--- config.mk ---
export PLATFORM = sky130hd
export DESIGN_NAME = fetch_ctrl
export DESIGN_NICKNAME = d
export VERILOG_FILES = /design/src/rtl/fetch_pkg.sv /design/src/rtl/sat_counter.sv /design/src/rtl/fetch_ctrl.sv
export SDC_FILE = /design/constraint.sdc
export NUM_CORES = 1
export LEC_CHECK = 0
export CAP_MARGIN = 20
export CORE_AREA = 2 2 110 112
export DETAILED_ROUTE_END_ITERATION = 7
export DIE_AREA = 0 0 112 114
export GPL_TIMING_DRIVEN = 0
export HOLD_SLACK_MARGIN = 0.15
export PLACE_DENSITY = 0.75
export SLEW_MARGIN = 20
export SYNTH_ARGS = -nofsm -noshare
export SYNTH_HDL_FRONTEND = slang
export SYNTH_SLANG_ARGS = --single-unit
--- constraint.sdc ---
create_clock -name clk -period 2.36 [get_ports clk]
set_clock_uncertainty 0.15 [all_clocks]
set_input_delay 0.472 -clock clk [delete_from_list [all_inputs] [get_ports clk]]
set_output_delay 0.472 -clock clk [all_outputs]
set_load 0.02 [all_outputs]
--- src/rtl/fetch_pkg.sv ---
// rtl/fetch_pkg.sv - shared types and constants for the fetch-stage controller
package fetch_pkg;

    typedef enum logic [1:0] {
        ST_RUN   = 2'd0,
        ST_STALL = 2'd1,
        ST_FLUSH = 2'd2
    } fetch_state_t;

    // Encoding of the no-op instruction placed in IF/ID after reset.
    localparam int unsigned NOP_ENC = 0;

endpackage

--- src/rtl/sat_counter.sv ---
// rtl/sat_counter.sv - saturating event counter with synchronous active-high reset
module sat_counter #(
    parameter int WIDTH = 16
) (
    input  logic             clk,
    input  logic             rst,
    input  logic             inc,
    output logic [WIDTH-1:0] count
);

    always_ff @(posedge clk) begin
        if (rst) begin
            count <= '0;
        end else if (inc && (count != {WIDTH{1'b1}})) begin
            count <= count + WIDTH'(1);
        end
    end

endmodule

--- src/rtl/fetch_ctrl.sv ---
// rtl/fetch_ctrl.sv - fetch-stage controller: PC, imem request, skid buffer and IF/ID register
module fetch_ctrl
    import fetch_pkg::*;
#(
    parameter int               PC_W     = 16,
    parameter int               INSTR_W  = 16,
    parameter logic [PC_W-1:0]  RESET_PC = '0,
    parameter int               CNT_W    = 16
) (
    input  logic               clk,
    input  logic               rst,
    input  logic               pc_freeze,
    input  logic               resolved,
    input  logic               do_flush,
    input  logic [PC_W-1:0]    redirect_pc,
    output logic               imem_req,
    output logic [PC_W-1:0]    imem_addr,
    input  logic [INSTR_W-1:0] imem_rdata,
    output logic               ifid_valid,
    output logic [PC_W-1:0]    ifid_pc,
    output logic [INSTR_W-1:0] ifid_instr,
    output logic [1:0]         state,
    output logic [CNT_W-1:0]   stall_cnt,
    output logic [CNT_W-1:0]   flush_cnt,
    output logic               hz_err
);

    localparam logic [INSTR_W-1:0] NOP = INSTR_W'(NOP_ENC);

    fetch_state_t        state_q;
    fetch_state_t        state_d;
    logic                fetch_go;

    logic [PC_W-1:0]     pc_reg;
    logic                req_q;
    logic [PC_W-1:0]     req_pc_q;

    logic                skid_valid;
    logic [PC_W-1:0]     skid_pc;
    logic [INSTR_W-1:0]  skid_instr;

    // The transition target depends only on the hazard inputs; the current
    // state only decides whether this cycle may issue a request.
    always_comb begin
        state_d  = state_q;
        fetch_go = 1'b0;
        if (do_flush) begin
            state_d = ST_FLUSH;
        end else if (pc_freeze) begin
            state_d = ST_STALL;
        end else begin
            state_d  = ST_RUN;
            fetch_go = (state_q == ST_RUN);
        end
    end

    assign imem_req  = fetch_go & ~rst;
    assign imem_addr = pc_reg;
    assign state     = state_q;

    always_ff @(posedge clk) begin
        if (rst) begin
            state_q    <= ST_RUN;
            pc_reg     <= RESET_PC;
            req_q      <= 1'b0;
            req_pc_q   <= '0;
            skid_valid <= 1'b0;
            skid_pc    <= '0;
            skid_instr <= NOP;
            ifid_valid <= 1'b0;
            ifid_pc    <= '0;
            ifid_instr <= NOP;
        end else begin
            state_q <= state_d;
            if (do_flush) begin
                // Redirect: anything fetched before the flush is squashed.
                pc_reg     <= redirect_pc;
                req_q      <= 1'b0;
                skid_valid <= 1'b0;
                ifid_valid <= 1'b0;
            end else if (pc_freeze) begin
                req_q <= 1'b0;
                if (req_q) begin
                    skid_valid <= 1'b1;
                    skid_pc    <= req_pc_q;
                    skid_instr <= imem_rdata;
                end
            end else begin
                req_q <= fetch_go;
                if (fetch_go) begin
                    pc_reg   <= pc_reg + PC_W'(1);
                    req_pc_q <= pc_reg;
                end
                // A parked word drains first; no request was in flight then.
                if (skid_valid && (state_q == ST_RUN)) begin
                    ifid_valid <= 1'b1;
                    ifid_pc    <= skid_pc;
                    ifid_instr <= skid_instr;
                    skid_valid <= 1'b0;
                end else if (req_q) begin
                    ifid_valid <= 1'b1;
                    ifid_pc    <= req_pc_q;
                    ifid_instr <= imem_rdata;
                end
            end
        end
    end

    always_ff @(posedge clk) begin
        if (rst) begin
            hz_err <= 1'b0;
        end else if (resolved == pc_freeze) begin
            hz_err <= 1'b1;
        end
    end

    sat_counter #(.WIDTH(CNT_W)) u_stall_cnt (
        .clk   (clk),
        .rst   (rst),
        .inc   (state_q == ST_STALL),
        .count (stall_cnt)
    );

    sat_counter #(.WIDTH(CNT_W)) u_flush_cnt (
        .clk   (clk),
        .rst   (rst),
        .inc   (do_flush),
        .count (flush_cnt)
    );

endmodule

==> reports/summary.txt, run 1 <==
FLOORPLANNING
----------------------------------------------------------------------------------------
Height of the die                                                                 114 um
Die area                                                                    12,800 sq um
Row Count                                                                             40
Effective utilization at floorplan                                                 0.497
Ports placed on the boundary                                                         122
Die X                                                                             112 um
Placeable core region                                                       11,700 sq um

POWER AND IR DROP
----------------------------------------------------------------------------------------
Proportion of power drawn by flip-flops and latches                                0.444
Areal power density over the cells                                           682 nW/um^2
Part of the total power dissipated in combinational logic                          0.078
Switching pwr                                                                    1240 uW
Worst IR Drop VDD                                                               0.553 mV
P_int                                                                            4110 uW
Static leakage power                                                          0.00272 uW
Power share of the clock group                                                     0.478
Sw Share                                                                           0.232
Pwr Total                                                                        5350 uW

CLOCK NETWORK
----------------------------------------------------------------------------------------
Clock latency reported for the late side of the worst-skew pair                  0.42 ns
CTS tree                                                                             yes
Post-CTS Hold Buffers                                                                  0
Clock Pin Slew Worst Setup and Hold Paths                                        0.06 ns
Number of buffers inserted during clock tree synthesis                                17
Clock sink count                                                                     134
Clk root buf                                                                sky130_fd_sc_hd__clkbuf_16
CTS HTree Levels                                                                       4
Maximum number of buffers from clock root to sink                                      2

SYNTH
----------------------------------------------------------------------------------------
Most numerous cell in the Yosys netlist                                     sky130_fd_sc_hd__dfxtp_1
Yosys warning total                                                                    0
Most common library cells after synthesis                                   134 x sky130_fd_sc_hd__dfxtp_1, 117 x sky130_fd_sc_hd__nand2_1, 73 x sky130_fd_sc_hd__a21oi_1
Most instantiated flip-flop cell in the synthesis netlist                   sky130_fd_sc_hd__dfxtp_1
Sequential share of the synthesized area                                           0.461
Cell type with the largest total area after synthesis                       sky130_fd_sc_hd__dfxtp_1
Synthesized net count                                                                726
Average footprint of a synthesized cell                                       8.49 sq um
Number of enable flip-flop cells after synthesis                                       0
Number of instances in the synthesized netlist                                       686
Cell types occupying the most area after synthesis                          sky130_fd_sc_hd__dfxtp_1 46%, sky130_fd_sc_hd__nand2_1 7.5%, sky130_fd_sc_hd__a21oi_1 6.3%, sky130_fd_sc_hd__mux2i_1 6.0%, sky130_fd_sc_hd__a211oi_1 5.3%
Post-synth design cell area                                                   5820 sq um
Number of distinct standard cells referenced by the synthesized netlist               47
Area share of the largest cell type after synthesis                                0.461
Async SR Flop Fraction                                                                 0
Seq cells post-synth                                                                 134

SETUP PATH
----------------------------------------------------------------------------------------
Maximum fanout along the worst path                                                    9
Setup crit start kind                                                               flop
Crit path arrival time                                                           2.51 ns
Startpoint-to-endpoint class of the critical path                                reg2reg
Capturing element type of the critical path                                         flop
Crit path required time                                                          2.55 ns

RUN STATUS
----------------------------------------------------------------------------------------
Outcome                                                                        completed

PLACED DESIGN
----------------------------------------------------------------------------------------
Placed Area                                                                   7200 sq um
Worst setup slack after placement                                               -1.32 ns
GP Congestion                                                                      0.929
DP Wirelength                                                                  11,300 um
Count of input and output buffers                                                    119

ROUTE
----------------------------------------------------------------------------------------
Post-route DRC                                                                         0
Wire length reported by the detailed router                                    15,700 um
Number of search-and-repair iterations in the first detailed-routing pass              5
Starting DRT DRC Count                                                               347
Via-to-Cell Ratio                                                                   5.64
Number of vias in the routed layout                                                5,561
Average wire length per cell after detail routing                                15.9 um
DRT antenna net count                                                                  0

MIN PATH
----------------------------------------------------------------------------------------
Hold crit path type                                                              reg2reg

STA
----------------------------------------------------------------------------------------
Final setup slack of the worst path                                            0.0477 ns
Final Cycle Share                                                                  0.980
Relative max-transition margin                                                     0.531
Pin slew with the least headroom to its limit                                   0.703 ns
Max-slew violation count                                                               0
Post-route minimum period                                                        2.31 ns
Final setup violation count                                                            0
Minimum hold slack                                                              0.303 ns
Maximum frequency from static timing analysis                                    432 MHz
Final Hold Viols                                                                       0

CELLS AND AREA
----------------------------------------------------------------------------------------
Nets                                                                                 866
Proportion of layout cells with a drive suffix above 1                            0.0751
Post-layout utilization of the core                                                0.670
Number of diodes added for antenna fixing                                              0
Synth-to-Final Area Change                                                         34.7%
Area of all placed cells without fillers                                      7840 sq um

JOB
----------------------------------------------------------------------------------------
Max-cap check violation count                                                          0

GLOBAL ROUTE
----------------------------------------------------------------------------------------
Global route overflow                                                                  0
Number of antenna violations at the first check in global routing                      0
Number of global-route vias before repair                                          5,228
Total track usage                                                                  0.243
First-pass GRT wire length                                                     25,100 um
Pin count of the biggest net entering global routing                                  20

[registers in the layout, summed over array words and instances, names as in the netlist]
signal / flops
req_pc_q: 16
ifid_valid: 1
state: 2
skid_valid: 1
skid_instr: 16
hz_err: 1
u_stall_cnt.count: 16
skid_pc: 16
u_flush_cnt.count: 16
req_q: 1
imem_addr: 16
ifid_pc: 16
ifid_instr: 16
[final timing paths]
check | startpoint | cells after the start | slack [ns] | to
max | u_flush_cnt.count[0] | 6 | 0.05 | u_flush_cnt.count[8]
min | skid_instr[14] | 2 | 0.30 | skid_instr[14]
max reg2reg | u_flush_cnt.count[0] | 6 | 0.05 | u_flush_cnt.count[8]
min reg2reg | skid_instr[14] | 2 | 0.30 | skid_instr[14]
[metrics by stage]
step	instances	setup TNS (ns)
finish	986	0
global route	986	-0.104
CTS	983	0
detailed placement	952	-42.51
global placement	952	-38.52
floorplan	686	0
[cell families after synthesis]
| group | Yosys count | share of synthesized area |
|---|---|---|
| flops | 134 | 0.461 |
| compound gates | 149 | 0.162 |
| buf+inv | 56 | 0.0393 |
| xor+xnor | 11 | 0.0165 |
| fa+ha+maj | 3 | 0.00645 |
| mux | 44 | 0.0776 |
| simple gates | 289 | 0.237 |
[layout by cell type (no fill, tap or decap), types with 4 or more instances in the layout]
master	count
sky130_fd_sc_hd__nand2_1	117
sky130_fd_sc_hd__nand2b_1	4
sky130_fd_sc_hd__o21ai_0	8
sky130_fd_sc_hd__buf_2	6
sky130_fd_sc_hd__and4_1	5
sky130_fd_sc_hd__clkdlybuf4s50_1	118
sky130_fd_sc_hd__clkinv_2	5
sky130_fd_sc_hd__nor2b_1	9
sky130_fd_sc_hd__o31ai_1	10
sky130_fd_sc_hd__clkbuf_1	32
sky130_fd_sc_hd__or3_1	13
sky130_fd_sc_hd__nand3_1	18
sky130_fd_sc_hd__buf_1	5
sky130_fd_sc_hd__inv_1	8
sky130_fd_sc_hd__and3_1	4
sky130_fd_sc_hd__and2_1	4
sky130_fd_sc_hd__nor2_1	63
sky130_fd_sc_hd__mux2i_1	35
sky130_fd_sc_hd__clkbuf_16	17
sky130_fd_sc_hd__nor4_1	4
sky130_fd_sc_hd__or4_1	9
sky130_fd_sc_hd__nand4_1	15
sky130_fd_sc_hd__dfxtp_1	133
sky130_fd_sc_hd__a211oi_1	41
sky130_fd_sc_hd__mux2_2	9
sky130_fd_sc_hd__buf_4	6
sky130_fd_sc_hd__a311oi_1	4
sky130_fd_sc_hd__a21oi_1	73
sky130_fd_sc_hd__xnor2_1	8
sky130_fd_sc_hd__nor3_1	12
[power by group through the flow]
stage | Combinational, uW | Sequential, uW | Clock (uW)
3_5_place_dp | 409 | 2420 | 0
5_1_grt | 451 | 2380 | 2690
3_3_place_gp | 403 | 2420 | 0
6_report | 419 | 2370 | 2560
2_1_floorplan | 170 | 2450 | 0
4_1_cts | 417 | 2370 | 2560
[per-layer routing]
layer,routed length [um],GRT usage,vias to the layer above
met5,0,0,-
met4,168,0.0724,0
met3,975,0.0696,17
met2,7430,0.409,185
met1,7140,0.307,2628
li1,-,-,2731
[critical path: stages (launching register included)]
cell	delay (ns)
sky130_fd_sc_hd__dfxtp_1	0.44
sky130_fd_sc_hd__ha_1	0.29
sky130_fd_sc_hd__nand2_1	0.14
sky130_fd_sc_hd__or3_1	0.35
sky130_fd_sc_hd__clkbuf_1	0.22
sky130_fd_sc_hd__or4_1	0.50
sky130_fd_sc_hd__a21oi_1	0.14
[cell type report]
| class | count | area, sq um |
|---|---|---|
| inverters | 8 | 30.0 |
| clock inverters | 9 | 101 |
| fillers | 1002 | 3870 |
| clock buffers | 23 | 468 |
| well taps | 147 | 184 |
| multi-input cells | 496 | 2930 |
| plain buffers | 47 | 220 |
| repair buffers | 122 | 1220 |
| flip-flops and latches | 134 | 2680 |
[repair_timing]
item | CTS | global route
gates resized for setup | 14 | 9
pin swaps | 0 | 2
setup buffers | 0 | 3
setup endpoints to repair | 45 | 34
gates cloned | 0 | 0
hold endpoints to repair | 0 | 0
No activity file was read; power rests on OpenSTA's default activity.
==> run 2: changes to the inputs <==
Settings changed: GPL_TIMING_DRIVEN 0 to unset, SETUP_SLACK_MARGIN set to 0.05, TNS_END_PERCENT set to 10.
==> run 2 against run 1 <==
  * Critical path type is now in2out
  * Routed wire length fell by 6.6%
  * Critical endpoint is now imem_req
  * Sequential power about the same
  * Clock-buffer cell count down 6
  * Cell count shrank 1.9%
  * Final area is 0.77% higher
==> reports/summary.txt, run 2 (synthesis results as in run 1) <==
PLACED DESIGN
----------------------------------------------------------------------------------------
GP Congestion                                                                      0.866   was 0.929
DP Wirelength                                                                    9730 um   was 11,300 um
Number of cells in the design after placement                                        935   was 952
Count of input and output buffers                                                    121   was 119
Placed Area                                                                   7290 sq um   was 7200 sq um

MIN PATH
----------------------------------------------------------------------------------------
Hold Path Origin                                                            skid_instr[2]   was skid_instr[14]
Hold crit path type                                                              reg2reg   unchanged

STA
----------------------------------------------------------------------------------------
Pin slew with the least headroom to its limit                                   0.617 ns   was 0.703 ns
Final setup violation count                                                            0   unchanged
Max-slew violation count                                                               0   unchanged
Final Cycle Share                                                                  0.948   was 0.980
Relative max-transition margin                                                     0.589   was 0.531
Final Hold Viols                                                                       0   unchanged
RSZ-0062 raised after global routing                                               false
Maximum frequency from static timing analysis                                    447 MHz   was 432 MHz
Post-route minimum period                                                        2.24 ns   was 2.31 ns

CLOCK NETWORK
----------------------------------------------------------------------------------------
Number of buffers inserted during clock tree synthesis                                17   unchanged
Clock Pin Slew Worst Setup and Hold Paths                                        0.06 ns   about the same
CTS HTree Levels                                                                       4   unchanged
CTS tree                                                                             yes   unchanged
Post-CTS Hold Buffers                                                                  0   unchanged
Clock sink count                                                                     134   unchanged
Clock latency reported for the late side of the worst-skew pair                  0.42 ns   about the same
Maximum number of buffers from clock root to sink                                      2   unchanged
Clk root buf                                                                sky130_fd_sc_hd__clkbuf_16   unchanged

POWER AND IR DROP
----------------------------------------------------------------------------------------
Power share of the clock group                                                     0.491   was 0.478
Proportion of power drawn by flip-flops and latches                                0.432   was 0.444
Static leakage power                                                          0.00276 uW   was 0.00272 uW
Worst IR Drop VDD                                                               0.662 mV   was 0.553 mV
Part of the total power dissipated in combinational logic                          0.077   was 0.078
Sw Share                                                                           0.237   was 0.232
Areal power density over the cells                                           694 nW/um^2   was 682 nW/um^2
Switching pwr                                                                    1300 uW   was 1240 uW
P_int                                                                            4180 uW   was 4110 uW

CELLS AND AREA
----------------------------------------------------------------------------------------
Proportion of layout cells with a drive suffix above 1                            0.0988   was 0.0751
Nets                                                                                 847   was 866
Number of diodes added for antenna fixing                                              0   unchanged
Area used by multi-input combinational logic                                  2930 sq um   about the same
Leading cell type in the layout, fill and taps excluded                     sky130_fd_sc_hd__dfxtp_1   unchanged
Area of all placed cells without fillers                                      7900 sq um   was 7840 sq um
Post-route non-filler standard cell count                                            967   was 986
Area taken by flip-flops and latches                                          2680 sq um   about the same
Highest-count cells in the layout ignoring fill and taps                    134 x sky130_fd_sc_hd__dfxtp_1, 119 x sky130_fd_sc_hd__clkdlybuf4s50_1, 117 x sky130_fd_sc_hd__nand2_1, 73 x sky130_fd_sc_hd__a21oi_1, 63 x sky130_fd_sc_hd__nor2_1   was 133 x sky130_fd_sc_hd__dfxtp_1, 118 x sky130_fd_sc_hd__clkdlybuf4s50_1, 117 x sky130_fd_sc_hd__nand2_1, 73 x sky130_fd_sc_hd__a21oi_1, 63 x sky130_fd_sc_hd__nor2_1
Count of fill cells added during filler insertion                                    951   was 1,002
Synth-to-Final Area Change                                                         35.7%   was 34.7%

FLOORPLANNING
----------------------------------------------------------------------------------------
Placeable core region                                                       11,700 sq um   unchanged
Die X                                                                             112 um   unchanged
Row Count                                                                             40   unchanged
Ports placed on the boundary                                                         122   unchanged
Die area                                                                    12,800 sq um   unchanged
Effective utilization at floorplan                                                 0.497   unchanged
Height of the die                                                                 114 um   unchanged

SETUP PATH
----------------------------------------------------------------------------------------
Kind of cell adding the most delay to the critical path                     buffers and inverters   was simple AND/OR/NAND/NOR gates
Worst-path cell chain                                                       clkdlybuf4s50_1 > or3_4 > nor3_2 > buf_2   was ha_1 > nand2_1 > or3_1 > clkbuf_1 > or4_1 > a21oi_1
Critical register-to-register path endpoint                                 u_flush_cnt.count[8]   unchanged
Setup slack, reg-to-reg                                                          0.25 ns   was 0.05 ns
Crit path required time                                                          1.74 ns   was 2.55 ns
Crit path arrival time                                                           1.61 ns   was 2.51 ns
Capturing element type of the critical path                                  output port   was flop
Origin of the worst setup path                                                 pc_freeze   was u_flush_cnt.count[0]
Critical path capture point                                                     imem_req   was u_flush_cnt.count[8]
Startpoint-to-endpoint class of the critical path                                 in2out   was reg2reg
Setup crit start kind                                                       primary input   was flop
R2R cell count                                                                         5   was 6
Longest individual stage delay on the worst path                                 0.43 ns   was 0.50 ns
Combined buffer and inverter count along the critical path                             2   was 1
Start of the worst register-to-register path                                u_flush_cnt.count[0]   unchanged
Maximum fanout along the worst path                                                    2   was 9
Crit. path cell count                                                                  4   was 6
Standard cell with the maximum stage delay on the critical path             sky130_fd_sc_hd__clkdlybuf4s50_1   was sky130_fd_sc_hd__or4_1

GLOBAL ROUTE
----------------------------------------------------------------------------------------
First-pass GRT wire length                                                     24,300 um   was 25,100 um
Number of global-route vias before repair                                          5,163   was 5,228
Pin count of the biggest net entering global routing                                 147   was 20
Number of antenna violations at the first check in global routing                      0   unchanged
Total track usage                                                                  0.232   was 0.243
Global route overflow                                                                  0   unchanged

ROUTE
----------------------------------------------------------------------------------------
Via-to-Cell Ratio                                                                   5.58   was 5.64
Wire length reported by the detailed router                                    14,700 um   was 15,700 um
Post-route DRC                                                                         0   unchanged
Number of vias in the routed layout                                                5,397   was 5,561
Number of search-and-repair iterations in the first detailed-routing pass              4   was 5
Starting DRT DRC Count                                                               463   was 347
DRT antenna net count                                                                  0   unchanged
Average wire length per cell after detail routing                                15.2 um   was 15.9 um

JOB
----------------------------------------------------------------------------------------
Max-cap check violation count                                                          0   unchanged

RUN STATUS
----------------------------------------------------------------------------------------
Outcome                                                                        completed   unchanged

## run 2: metal layers
| layer | part of all wire | global-route usage | vias up |
|---|---|---|---|
| li1 | - | - | 2696 |
| met1 | 0.46 | 0.297 | 2515 |
| met2 | 0.46 | 0.377 | 160 |
| met3 | 0.065 | 0.0664 | 26 |
| met4 | 0.022 | 0.0837 | 0 |
| met5 | 0 | 0 | - |
## run 2: area by class of cell
| class | instances | area share |
|---|---|---|
| multi-input cells | 496 | 0.370 |
| repair buffers | 150 | 0.186 |
| flip-flops and latches | 134 | 0.340 |
| inverters | 8 | 0.00380 |
| clock buffers | 17 | 0.0538 |
| clock inverters | 15 | 0.0231 |
| well taps | 147 | 0.0233 |
## run 2: power by group through the flow
stage	logic (uW)	registers (uW)	clock network [uW]
finish	422	2370	2690
global route	457	2370	2830
CTS	422	2370	2720
detailed placement	419	2410	0
global placement	412	2410	0
floorplan	170	2450	0
## run 2: worst register-to-register path: cells and delay by family (launching register included)
family | cells | cell delay (ns)
compound gates | 1 | 0.15
fa+ha+maj | 1 | 0.28
flops | 1 | 0.44
simple gates | 3 | 1.02
## run 2: metrics by stage
| stage | power [uW] | TNS (ns) | util | setup slack, ns | hold WS, ns |
|---|---|---|---|---|---|
| finish | 5480 | 0 | 0.675 | 0.123 | 0.303 |
| global route | 5660 | 0 | 0.675 | 0.0869 | 0.314 |
| CTS | 5510 | 0 | 0.674 | 0.0748 | 0.306 |
| detailed placement | 2830 | -1.88 | 0.622 | -0.374 | 0.297 |
| global placement | 2820 | -1.55 | 0.622 | -0.386 | 0.291 |
| floorplan | 2620 | 0 | - | 0.126 | 0.286 |
## run 2: how the worst min path moves through the flow
stage	to	slack [ns]	cells past startpoint
global route	skid_instr[1]	0.31	2
finish	skid_instr[2]	0.30	2
CTS	skid_instr[2]	0.31	2
detailed placement	skid_instr[2]	0.30	2
floorplan	skid_instr[0]	0.29	2
global placement	skid_pc[0]	0.29	2
## run 2: repair_timing
item,4_1_cts,5_1_grt
endpoints found under the setup margin,1,1
buffers inserted,0,0
resized for setup,5,2
